[src/rtl/ats_eligibility_time_assigner.sv]
// ---------------------------------------------------------------------------
// ats_eligibility_time_assigner
//
// Per-stream ATS token-bucket shaper (802.1Qcr eligibility-time assignment).
// Each accepted frame descriptor {arrival_time, frame_length} is turned into
// an eligibility timestamp on an AXI4-Stream channel. Frames whose residence
// would exceed max_residence_time are flagged for discard (tuser=1) and do
// not update the shaper state.
//
// Ports:
//   clk, rstn                              clock, async active-low reset
//   length_recovery_ns_per_byte            1/CIR in ns per byte (static)
//   empty_to_full_duration                 CBS/CIR in ns (static)
//   max_residence_time                     max (eligibility - arrival) in ns
//   s_axis_frame_info_*                    descriptor input, length in LSBs
//   m_axis_eligibility_timestamp_*         eligibility time, tuser = discard
//
// Timing: descriptor accepted at edge N -> result valid after edge N+2.
// One descriptor per four cycles; a stalled output stalls the input.
// ---------------------------------------------------------------------------
module ats_eligibility_time_assigner #(
    parameter int TIMESTAMP_WIDTH    = 72,
    parameter int FRAME_LENGTH_WIDTH = 16,
    parameter int RATE_WIDTH         = 16
) (
    input  logic                                        clk,
    input  logic                                        rstn,
    input  logic [RATE_WIDTH-1:0]                       length_recovery_ns_per_byte,
    input  logic [TIMESTAMP_WIDTH-1:0]                  empty_to_full_duration,
    input  logic [TIMESTAMP_WIDTH-1:0]                  max_residence_time,
    input  logic [FRAME_LENGTH_WIDTH+TIMESTAMP_WIDTH-1:0] s_axis_frame_info_tdata,
    input  logic                                        s_axis_frame_info_tvalid,
    output logic                                        s_axis_frame_info_tready,
    output logic [TIMESTAMP_WIDTH-1:0]                  m_axis_eligibility_timestamp_tdata,
    output logic                                        m_axis_eligibility_timestamp_tuser,
    output logic                                        m_axis_eligibility_timestamp_tvalid,
    input  logic                                        m_axis_eligibility_timestamp_tready
);

    localparam int PRODUCT_WIDTH = FRAME_LENGTH_WIDTH + RATE_WIDTH;

    typedef enum logic [1:0] {
        IDLE    = 2'd0,
        RECOVER = 2'd1,
        DECIDE  = 2'd2,
        OUTPUT  = 2'd3
    } state_t;

    state_t state;
    state_t next_state;

    // Latched descriptor
    logic [FRAME_LENGTH_WIDTH-1:0] frame_length_q;
    logic [TIMESTAMP_WIDTH-1:0]    arrival_q;

    // Values computed in RECOVER and consumed in DECIDE
    logic [TIMESTAMP_WIDTH-1:0]    length_recovery_q;
    logic [TIMESTAMP_WIDTH-1:0]    scheduler_eligibility_q;
    logic [TIMESTAMP_WIDTH-1:0]    bucket_full_time_q;

    // Persistent shaper state
    logic [TIMESTAMP_WIDTH-1:0]    bucket_empty_time;
    logic [TIMESTAMP_WIDTH-1:0]    group_eligibility_time;

    // Combinational datapath
    logic [PRODUCT_WIDTH-1:0]      length_product;
    logic [TIMESTAMP_WIDTH-1:0]    length_recovery;
    logic [TIMESTAMP_WIDTH-1:0]    eligibility;
    logic [TIMESTAMP_WIDTH-1:0]    arrival_or_group;
    logic [TIMESTAMP_WIDTH-1:0]    residence_limit;
    logic [TIMESTAMP_WIDTH-1:0]    next_bucket_empty_time;
    logic                          within_residence;

    logic                          accept;
    logic                          out_fire;

    assign accept   = s_axis_frame_info_tvalid & s_axis_frame_info_tready;
    assign out_fire = m_axis_eligibility_timestamp_tvalid & m_axis_eligibility_timestamp_tready;

    // Recovery time of the frame: bytes times ns-per-byte, zero-extended to
    // the timestamp width.
    always_comb begin
        length_product  = PRODUCT_WIDTH'(frame_length_q) * PRODUCT_WIDTH'(length_recovery_ns_per_byte);
        length_recovery = TIMESTAMP_WIDTH'(length_product);
    end

    // Eligibility is the latest of arrival, the group's last eligibility and
    // the time the bucket holds enough tokens. When the bucket would have
    // overflowed (eligibility at or past the full time) the excess tokens
    // are lost, which pushes the empty time forward by the overflow amount.
    always_comb begin
        arrival_or_group = (arrival_q > group_eligibility_time) ? arrival_q
                                                                : group_eligibility_time;
        eligibility      = (arrival_or_group > scheduler_eligibility_q) ? arrival_or_group
                                                                        : scheduler_eligibility_q;
        residence_limit  = arrival_q + max_residence_time;
        within_residence = (eligibility <= residence_limit);
        if (eligibility < bucket_full_time_q) begin
            next_bucket_empty_time = scheduler_eligibility_q;
        end else begin
            next_bucket_empty_time = scheduler_eligibility_q + (eligibility - bucket_full_time_q);
        end
    end

    // FSM state register
    always_ff @(posedge clk or negedge rstn) begin
        if (!rstn) begin
            state <= IDLE;
        end else begin
            state <= next_state;
        end
    end

    // FSM next-state logic
    always_comb begin
        next_state = state;
        case (state)
            IDLE: begin
                if (accept) begin
                    next_state = RECOVER;
                end
            end
            RECOVER: next_state = DECIDE;
            DECIDE:  next_state = OUTPUT;
            OUTPUT: begin
                if (out_fire) begin
                    next_state = IDLE;
                end
            end
            default: next_state = IDLE;
        endcase
    end

    // Input ready is registered so it stays low throughout reset and rises
    // on the first clock after rstn deasserts; otherwise it tracks IDLE.
    always_ff @(posedge clk or negedge rstn) begin
        if (!rstn) begin
            s_axis_frame_info_tready <= 1'b0;
        end else begin
            s_axis_frame_info_tready <= (next_state == IDLE);
        end
    end

    // Datapath: descriptor capture, recovery step, decision and output hold.
    // A discarded frame leaves the bucket and group state untouched.
    always_ff @(posedge clk or negedge rstn) begin
        if (!rstn) begin
            frame_length_q                      <= '0;
            arrival_q                           <= '0;
            length_recovery_q                   <= '0;
            scheduler_eligibility_q             <= '0;
            bucket_full_time_q                  <= '0;
            bucket_empty_time                   <= '0;
            group_eligibility_time              <= '0;
            m_axis_eligibility_timestamp_tdata  <= '0;
            m_axis_eligibility_timestamp_tuser  <= 1'b0;
            m_axis_eligibility_timestamp_tvalid <= 1'b0;
        end else begin
            case (state)
                IDLE: begin
                    if (accept) begin
                        frame_length_q <= s_axis_frame_info_tdata[FRAME_LENGTH_WIDTH-1:0];
                        arrival_q      <= s_axis_frame_info_tdata[FRAME_LENGTH_WIDTH +: TIMESTAMP_WIDTH];
                    end
                end
                RECOVER: begin
                    length_recovery_q       <= length_recovery;
                    scheduler_eligibility_q <= bucket_empty_time + length_recovery;
                    bucket_full_time_q      <= bucket_empty_time + empty_to_full_duration;
                end
                DECIDE: begin
                    m_axis_eligibility_timestamp_tdata  <= eligibility;
                    m_axis_eligibility_timestamp_tuser  <= ~within_residence;
                    m_axis_eligibility_timestamp_tvalid <= 1'b1;
                    if (within_residence) begin
                        group_eligibility_time <= eligibility;
                        bucket_empty_time      <= next_bucket_empty_time;
                    end
                end
                OUTPUT: begin
                    if (out_fire) begin
                        m_axis_eligibility_timestamp_tvalid <= 1'b0;
                    end
                end
                default: ;
            endcase
        end
    end

    // The registered recovery term is kept for observability of the last
    // frame's token cost; it does not feed back into the decision.
    logic unused_length_recovery;
    assign unused_length_recovery = ^length_recovery_q;

endmodule

[config.mk]
export PLATFORM = sky130hd
export DESIGN_NAME = ats_eligibility_time_assigner
export DESIGN_NICKNAME = d
export VERILOG_FILES = /design/src/rtl/ats_eligibility_time_assigner.sv
export SDC_FILE = /design/constraint.sdc
export NUM_CORES = 2
export LEC_CHECK = 0
export BUFFER_PORTS_ARGS = -buffer_cell sky130_fd_sc_hd__buf_2
export CAP_MARGIN = 10
export CORE_ASPECT_RATIO = 1.1
export CORE_UTILIZATION = 30
export DETAILED_ROUTE_END_ITERATION = 7
export SYNTH_ARGS = -nofsm -noshare
export SYNTH_HDL_FRONTEND = slang
export SYNTH_SLANG_ARGS = --single-unit
[constraint.sdc]
create_clock -name clk -period 9.5 [get_ports clk]
set_input_delay 0.95 -clock clk [delete_from_list [all_inputs] [get_ports clk]]
set_output_delay 0.95 -clock clk [all_outputs]
set_load 0.05 [all_outputs]
==> run summary <==
WP data arrival = 9710 ps
Final hold viol count = 0
Worst Path Max Fanout = 36
Detail Route Antenna Nets = 0
Total Routing Usage GR = 20.6%
CTS Root Cell = clkbuf_16
IO Port Bufs = 326
Routed length on met3 = 7.97 mm
Vias/cell = 5.04
CP dominant cell by count = buf_4
Clock Skew = 46.7 ps
Final count of negative-setup-slack endpoints = 0
Critical path class = flip-flop to flip-flop
Met1 wire length = 83.5 mm
DRC errors left = 0
Most frequent cells in the layout = nand2_1 (815), inv_1 (719), ha_1 (611)
Most common cell after layout, fill and taps aside = nand2_1
Crit path max-delay cell type = fa_1
Gate Count Post-Synth = 6052
Wirelength, routed = 176 mm
DP HPWL = 148 mm
Clock Latency Late Sink = 710 ps
Syn Area/Cell = 8.25 um2
Multi-input logic area = 35100 um2
Initial drt markers = 2908
GP Congestion = 0.968
Post-synthesis async set-or-reset flop share = 100%
Library cells used by synthesis = 98
Core Region = 165000 um2
# IOs = 327
CTS Buf Count = 57
Worst Path Required = 10070 ps
Seq/Total Area, Yosys = 22.7%
Element type at the critical path end = flip-flop
Synthesized area = 49900 um2
Final nets = 7799
H-Tree Depth = 2
Site Rows = 156
Worst slew pin tran = 933 ps
CTS tree = done
Placed cell areas = 57000 um2
DIE HEIGHT = 430 um
Fin. max-slew vios = 0
Max Freq = 109 MHz
Final instance area = 59200 um2
EDFF count, synth = 0
Number of global-route vias before repair = 43900
Top routing layer in use = met5
Storage cell area = 11300 um2
HP Class = input port to async pin
Status = complete, no violations
Die Width = 391 um
Syn nets = 7214
Hold_buf cts = 0
Post-synth top flop = dfrtp_1
Initial antenna violation count = 3
Max Root-Sink Buffers = 3
Initial DRT Pass Iterations = 5
Gr ovfl total = 0
Routed vias = 44900
Post-layout util = 35.9%
Layout fillers = 17200
Worst-path clk slew = 60 ps
WL/cell = 19.8 um
First-pass GRT wire length = 266 mm
RSZ-0062 raised after global routing = true
R2r startpoint = arrival_q[43]
Met2 wire length = 78.3 mm
Layout area overhead = 18.5%
Fin crit period = 9140 ps
Worst hold slack = 239 ps
Slew HR = 37.8%
Ys Warns = 0
Largest net degree at the start of global routing = 175
Max-cap viol count = 0
Worst stage delay on the critical path = 490 ps
Fin crit share = 96.2%
Setup crit start kind = flip-flop
#FFs+latches synth = 453
Initial core utilization = 30.3%
Layout cells sized above 1 = 16.0%
Die ar. = 168000 um2
CP Launch Point = arrival_q[43]
CTS sink count = 453
## cell families (layout without fill, tap and decap cells)
| logic type | after synthesis | count (layout) | share of synthesized area [%] |
|---|---|---|---|
| and+or+nand+nor | 1722 | 1722 | 16.0 |
| AOI/OAI and AO/OA | 1654 | 1654 | 20.2 |
| buffers and inverters | 981 | 1611 | 7.50 |
| adders and majority gates | 910 | 910 | 27.3 |
| DFF | 453 | 453 | 22.7 |
| xor gates and xnor gates | 234 | 234 | 4.10 |
| muxes | 98 | 98 | 2.19 |
| other | 0 | 2 | 0 |
## layout make-up
class                      instances  share of cell area [%]
inverter                         719                    4.56
multi-input combinational       4618                    59.2
antenna                            2                 0.00845
sequential                       453                    19.2
tap                             2212                    4.68
clock inverter                    27                   0.617
clock buffer                      77                    2.72
timing repair buffer             788                    9.03
## per-layer routing
layer / global-route usage [%] / vias to the layer above
met1: 29.4 / 21500
met3: 2.05 / 211
met2: 32.3 / 1132
met4: 7.10 / 2
li1: - / 22000
met5: 0 / -
## Yosys cell counts (9+ instances only)
| cell | instances | area, um2 |
|---|---|---|
| fa_1 | 299 | 5990 |
| o221ai_1 | 10 | 87.6 |
| dfrtp_1 | 453 | 11300 |
| nor2b_1 | 49 | 307 |
| o21a_1 | 36 | 270 |
| inv_1 | 719 | 2700 |
| mux2_2 | 90 | 1010 |
| o21ai_0 | 559 | 2800 |
| nor4_1 | 16 | 100 |
| or2_2 | 9 | 56.3 |
| and4_1 | 20 | 175 |
| nor2_1 | 253 | 950 |
| o21bai_1 | 36 | 270 |
| nand2b_1 | 49 | 307 |
| a21oi_1 | 467 | 2340 |
| nand3_1 | 118 | 591 |
| and3_1 | 52 | 325 |
| ha_1 | 611 | 7640 |
| nor3_1 | 71 | 355 |
| xnor2_1 | 113 | 990 |
| o31a_1 | 13 | 114 |
| clkbuf_1 | 209 | 785 |
| a2111oi_0 | 13 | 114 |
| a21boi_0 | 14 | 105 |
| or3_1 | 21 | 131 |
| a21oi_2 | 14 | 123 |
| a211oi_1 | 37 | 278 |
| buf_2 | 45 | 225 |
| xor2_1 | 121 | 1060 |
| o2111ai_1 | 15 | 131 |
| a21o_1 | 213 | 1600 |
| nand4_1 | 98 | 613 |
| o21ai_1 | 28 | 140 |
| and2_1 | 103 | 644 |
| nand2_1 | 816 | 3060 |
| a221oi_1 | 11 | 96.3 |
| o211ai_1 | 33 | 248 |
| o31ai_1 | 26 | 195 |
| a31oi_1 | 43 | 269 |
## per-stage QoR
stage               cells  setup WS (ps)  setup TNS, ps
floorplan            6052           1250              0
global placement     8786           -754         -65120
detailed placement   8786           -925         -87990
CTS                  8890           32.5              0
global route         8895          -66.1           -148
finish               8896            358              0
## timing repair
action / in CTS / in global routing
gates cloned: 0 / 1
endpoints found under the setup margin: 145 / 144
resized for setup: 11 / 23
setup buffers: 0 / 3
pin swaps: 0 / 2
## critical path, delay by kind of cell (launching register included)
family,cells,cell delay (ps)
AND/OR/NAND/NOR,15,3220
AO/OA/AOI/OAI,11,2270
adder cells (fa/ha/maj),4,1550
buffers and inverters,8,1290
flip-flops,1,450
multiplexers,1,230
## registers in the layout, summed over array words and instances (netlist names)
| name | cells |
|---|---|
| arrival_q | 72 |
| bucket_empty_time | 72 |
| bucket_full_time_q | 72 |
| frame_length_q | 16 |
| group_eligibility_time | 72 |
| m_axis_eligibility_timestamp_tdata | 72 |
| m_axis_eligibility_timestamp_tuser | 1 |
| m_axis_eligibility_timestamp_tvalid | 1 |
| s_axis_frame_info_tready | 1 |
| scheduler_eligibility_q | 72 |
| state | 2 |
## worst paths after layout
path	endpoint	slack (ps)	depth (start not counted)
setup / recovery	bucket_empty_time[61]	360	39
max in group asynchronous	arrival_q[20]	7240	3
hold / removal	bucket_full_time_q[64]	240	1
hold reg to reg	m_axis_eligibility_timestamp_tdata[34]	480	2
setup reg to reg	bucket_empty_time[61]	360	39
min in group clk	arrival_q[0]	470	3
Power is left out: the tool's default activity adds up to more than one toggle a clock period on the data nets, which glitch-free logic cannot reach.
